File: src/rtl/stream_demux_1_4.sv
`default_nettype none
// ============================================================================
// Module   : stream_demux_1_4
// Purpose  : 1-to-4 stream demultiplexer with a one-word register buffer per
//            lane. Optional macro DEMUX_RR_EN selects lanes round-robin
//            instead of from in_sel.
// Revision : 1.0  initial release
// ============================================================================
module stream_demux_1_4 #(
    parameter int DATA_W = 16
) (
    input  logic              clk,
    input  logic              rst,
    input  logic [DATA_W-1:0] in_data,
    input  logic [1:0]        in_sel,
    input  logic              in_valid,
    output logic              in_ready,
    output logic [DATA_W-1:0] out_data_0,
    output logic [DATA_W-1:0] out_data_1,
    output logic [DATA_W-1:0] out_data_2,
    output logic [DATA_W-1:0] out_data_3,
    output logic              out_valid_0,
    output logic              out_valid_1,
    output logic              out_valid_2,
    output logic              out_valid_3,
    input  logic              out_ready_0,
    input  logic              out_ready_1,
    input  logic              out_ready_2,
    input  logic              out_ready_3,
    output logic [15:0]       accept_cnt,
    output logic              busy
);

    logic [3:0]        out_ready_w;
    logic [3:0]        lane_valid_w;
    logic [DATA_W-1:0] lane_data_w [4];
    logic [1:0]        tgt_w;
    logic              accept_w;
    logic [15:0]       cnt_q;
    logic [15:0]       cnt_d;

    assign out_ready_w = {out_ready_3, out_ready_2, out_ready_1, out_ready_0};

`ifdef DEMUX_RR_EN
    logic [1:0] ptr_q;
    logic [1:0] ptr_d;
    logic       unused_sel_w;

    assign unused_sel_w = ^in_sel;
    assign ptr_d        = accept_w ? ptr_q + 2'd1 : ptr_q;
    assign tgt_w        = ptr_q;

    always_ff @(posedge clk) begin
        if (rst) begin
            ptr_q <= 2'd0;
        end else begin
            ptr_q <= ptr_d;
        end
    end
`else
    assign tgt_w = in_sel;
`endif

    // A full target lane can still accept when it drains in the same cycle.
    assign in_ready = !rst && (!lane_valid_w[tgt_w] || out_ready_w[tgt_w]);
    assign accept_w = in_valid && in_ready;

    generate
        for (genvar k = 0; k < 4; k++) begin : g_lane
            logic              valid_q;
            logic              valid_d;
            logic [DATA_W-1:0] data_q;
            logic [DATA_W-1:0] data_d;
            logic              fill_w;
            logic              drain_w;

            assign fill_w  = accept_w && (tgt_w == 2'(k));
            assign drain_w = valid_q && out_ready_w[k];

            always_comb begin
                valid_d = valid_q;
                data_d  = data_q;
                if (fill_w) begin
                    valid_d = 1'b1;
                    data_d  = in_data;
                end else if (drain_w) begin
                    valid_d = 1'b0;
                end
            end

            always_ff @(posedge clk) begin
                if (rst) begin
                    valid_q <= 1'b0;
                    data_q  <= '0;
                end else begin
                    valid_q <= valid_d;
                    data_q  <= data_d;
                end
            end

            assign lane_valid_w[k] = valid_q;
            assign lane_data_w[k]  = data_q;
        end
    endgenerate

    assign cnt_d = accept_w ? cnt_q + 16'd1 : cnt_q;

    always_ff @(posedge clk) begin
        if (rst) begin
            cnt_q <= 16'd0;
        end else begin
            cnt_q <= cnt_d;
        end
    end

    assign out_data_0  = lane_data_w[0];
    assign out_data_1  = lane_data_w[1];
    assign out_data_2  = lane_data_w[2];
    assign out_data_3  = lane_data_w[3];
    assign out_valid_0 = lane_valid_w[0];
    assign out_valid_1 = lane_valid_w[1];
    assign out_valid_2 = lane_valid_w[2];
    assign out_valid_3 = lane_valid_w[3];
    assign accept_cnt  = cnt_q;
    assign busy        = |lane_valid_w;

endmodule
`default_nettype wire
File: config.mk
export PLATFORM = sky130hd
export DESIGN_NAME = stream_demux_1_4
export DESIGN_NICKNAME = d
export VERILOG_FILES = /design/src/rtl/stream_demux_1_4.sv
export SDC_FILE = /design/constraint.sdc
export NUM_CORES = 1
export LEC_CHECK = 0
export BUFFER_PORTS_ARGS = -buffer_cell sky130_fd_sc_hd__buf_2
export CORE_MARGIN = 1.5
export CORE_UTILIZATION = 25
export DETAILED_ROUTE_END_ITERATION = 10
export SYNTH_ARGS = -nofsm -noshare
export SYNTH_HDL_FRONTEND = slang
export SYNTH_SLANG_ARGS = --single-unit
File: constraint.sdc
create_clock -name clk -period 2.24 [get_ports clk]
set_input_delay 0.112 -clock clk [delete_from_list [all_inputs] [get_ports clk]]
set_output_delay 0.112 -clock clk [all_outputs]
set_load 0.05 [all_outputs]
==> parameters.txt <==
Parameter                              Value

Run status
  Outcome ... complete, no violations

Place
  Post-placement worst setup slack ... 0.286 ns
  Placed Instances ... 630
  HPWL reported at the end of detailed placement ... between 6 and 7 mm
  Count of input and output buffers ... 110
  Placed Area ... ~0.0040 mm²
  Placer congestion estimate ... 0.793

Setup path
  Data required time of the critical path ... between 2 and 2.5 ns
  Worst setup path category ... reg2out
  Reg2Reg Setup Slack ... 0.28 ns
  Critical Path AT ... approximately 1.9 ns
  Crit. End Element ... primary output
  Biggest fanout along the worst timing path ... 15
  Crit path launch type ... flip-flop
  Source of the worst register-to-register timing path ... out_valid_0$_SDFFE_PP0P_
  Path depth of the worst reg2reg path ... 5
  Critical R2R Capture ... accept_cnt[12]$_SDFFE_PP0P_

Routing
  DR WL met2 ... 4.43 mm
  Average wire length per cell after detail routing ... ~14 µm
  Via density per instance ... 4.61
  Highest metal layer used by the detailed router ... met4
  Pre-Repair DR Iteration Count ... 4
  Routed wl met3 ... 453 µm
  Number of vias after detailed routing ... 2980
  Met1 Wirelength ... between 4 and 5 mm
  Total wire length after detailed routing ... between 9 and 10 mm
  Post-detailed-route count of antenna-violating nets ... 0
  Initial detailed-routing violation count ... 111
  Post-detailed-route DRC marker count ... 0

Power
  Static Leak ... 0.00193 µW
  Power density over the cells ... between 700 and 800 mW/mm²
  IR Drop Worst-Case VDD ... 0.390 mV

Hold path
  Hold path endpoint ... out_data_0[2]$_SDFFE_PP0P_
  HP Start ... in_data[2]
  Class of the tightest hold or removal check ... in2reg
  Number of instances on the worst hold path ... 3

Clock network
  Clock sinks ... 84
  Deepest level of the CTS H-tree ... 3
  CTS max path bufs ... 2
  TritonCTS Buffers ... 9
  Clock Tree Root ... clkbuf_16
  Clock transition at the registers of the reported paths ... roughly 0.060 ns
  Number of buffers inserted for hold repair after clock tree synthesis ... 0
  TritonCTS clock tree ... built
  Post-CTS Repair Setup Buffers ... 0
  Resized Gates After CTS ... 0
  Clock network latency to the later pin of the worst-skew pair ... 0.33 ns

Synth
  Number of unique standard cell types used by synthesis ... 32
  Post-synth top area share ... 0.518
  Net count after synthesis ... 388
  Most used flip-flop cell after synthesis ... dfxtp_1
  Biggest area consumer among synthesized cells ... dfxtp_1
  Cell count after synthesis ... 362
  Sequential element share of the synthesized area ... 0.518
  Cell area after synthesis ... ~0.0032 mm²
  Total of warnings raised by yosys ... 0
  Post-Syn Area per Cell ... 8.97 µm²
  Dominant cells by area after synthesis ... dfxtp_1, mux2i_1, nand2_1
  Number of synthesized register bits ... 84
  Count of flip-flops with a built-in enable after synthesis ... 0
  Share of flip-flops with an asynchronous set or reset after synthesis ... 0

STA
  Setup slack of the critical path after layout ... 0.231 ns
  Slew of the pin with the lowest slew margin ... 0.654 ns
  RSZ-0062 raised after global routing ... no
  Number of failing hold endpoints at the final stage ... 0
  Sum Neg Setup Slack ... 0 ns
  Maximum operating frequency ... 498 MHz
  Min Tclk post-route ... 2.01 ns
  Number of max-slew violations in the final report ... 0
  Final setup vio count ... 0
  Maximum clock skew at final layout ... 0.00277 ns
  Final cycle utilization of the critical path ... 0.897
  Max-slew headroom ... 0.564

Cells and area
  Area taken by flip-flops and latches ... ~0.0017 mm²
  Number of inserted diodes ... 0
  Design Area, Final ... roughly 0.0043 mm²
  Share of post-route cells with drive strength above 1 ... 0.302
  Multi-input logic area ... between 0.001 and 0.0015 mm²
  Layout Area Growth over Synthesis ... 33.1%
  Final instance count without filler cells ... approximately 650
  Count of nets after finishing ... 495
  Fillcell total ... approximately 1.4k

Die
  Total core area ... 0.0127 mm²
  Die area ... 0.0137 mm²
  Initial Utilization ... 0.256
  Vertical extent of the die ... between 100 and 150 µm
  Die extent in x ... around 120 µm
  Top-Level Pins ... 111
  Cell row count ... 41

GRT
  Total routing resource utilization after global routing ... 0.137
  Total congestion overflow ... 0
  Vias in the first global route ... 2763
  Global-route wire length before repair ... 14.3 mm
  Pin count of the biggest net entering global routing ... 50
  Number of antenna violations at the first check in global routing ... 0

Run
  Max_cap viols ... 0
[through the flow]
stage | power [µW] | hold slack, ns | utilization
2_1_floorplan | 1780 | 0.248 | -
5_1_grt | 3570 | 0.0320 | 0.341
6_report | 3430 | 0.0444 | 0.341
4_1_cts | 3480 | 0.0330 | 0.341
3_3_place_gp | 1880 | 0.390 | 0.316
3_5_place_dp | 1880 | 0.394 | 0.316
[critical path, cell delays in order (launching register included)]
cell and delay, ns:
dfxtp_1 0.31, nor2b_1 0.18, mux4_2 0.52, buf_4 0.21
nor2_2 0.08, buf_2 0.26
[synthesized netlist by cell type (all sizes together) (5+ instances only)]
library cell / n
nand2: 69
o311ai: 5
nor2: 41
mux2i: 32
clkbuf: 19
dfxtp: 84
nand4: 7
buf: 7
nor2b: 7
or4: 7
a21oi: 41
[registers in the layout (all words and copies together), names as in the netlist]
| name | count |
|---|---|
| out_data_2 | 16 |
| accept_cnt | 16 |
| out_valid_2 | 1 |
| out_data_3 | 16 |
| out_valid_1 | 1 |
| out_valid_0 | 1 |
| out_data_0 | 16 |
| out_data_1 | 16 |
| out_valid_3 | 1 |
[cell families after synthesis]
kind of cell | synth area share
mux | 0.116
flops | 0.518
simple gates | 0.217
fa+ha+maj | 0.00385
compound gates | 0.106
buf+inv | 0.0393
[routing by layer]
layer,up-vias,track usage
met1,1425,0.175
met5,-,0
li1,1468,-
met3,6,0.0417
met2,81,0.225
met4,0,0.0353
[report_power, final]
group / leakage (µW) / switching, µW / total [µW] / internal [µW]
registers: 0.000679 / 17.3 / 1540 / 1520
logic: 0.00110 / 226 / 306 / 79.8
clock network: 0.000153 / 578 / 1580 / 1010
[layout by cell type, fill, tap and decap left out, drive strengths merged, types with 4 or more instances in the layout]
master and n:
a21oi 41, buf 122, clkbuf 12, dfxtp 84, mux2i 32, nand2 69
nand3 4, nand4 7, nor2 41, nor2b 7, nor4 4, o311ai 5
o31ai 4, o41ai 4, or4 7
[how the worst max path moves through the flow]
stage | start | to | cells past startpoint
after floorplan | accept_cnt[2]$_SDFFE_PP0P_ | accept_cnt[15]$_SDFFE_PP0P_ | 5
after global placement | out_valid_0$_SDFFE_PP0P_ | accept_cnt[12]$_SDFFE_PP0P_ | 5
after detailed placement | out_valid_0$_SDFFE_PP0P_ | accept_cnt[12]$_SDFFE_PP0P_ | 5
after CTS | out_valid_0$_SDFFE_PP0P_ | in_ready | 5
after global routing | out_valid_0$_SDFFE_PP0P_ | in_ready | 5
final | out_valid_0$_SDFFE_PP0P_ | in_ready | 5
[layout make-up]
type / instances / area share
Sequential cell: 84 / 0.389
Tap cell: 172 / 0.0498
Clock buffer: 12 / 0.0570
Clock inverter: 4 / 0.0168
Inverter: 3 / 0.00260
Multi-Input combinational cell: 249 / 0.337
Timing Repair Buffer: 122 / 0.148
Note: power is estimated with default switching activity, not from simulation.
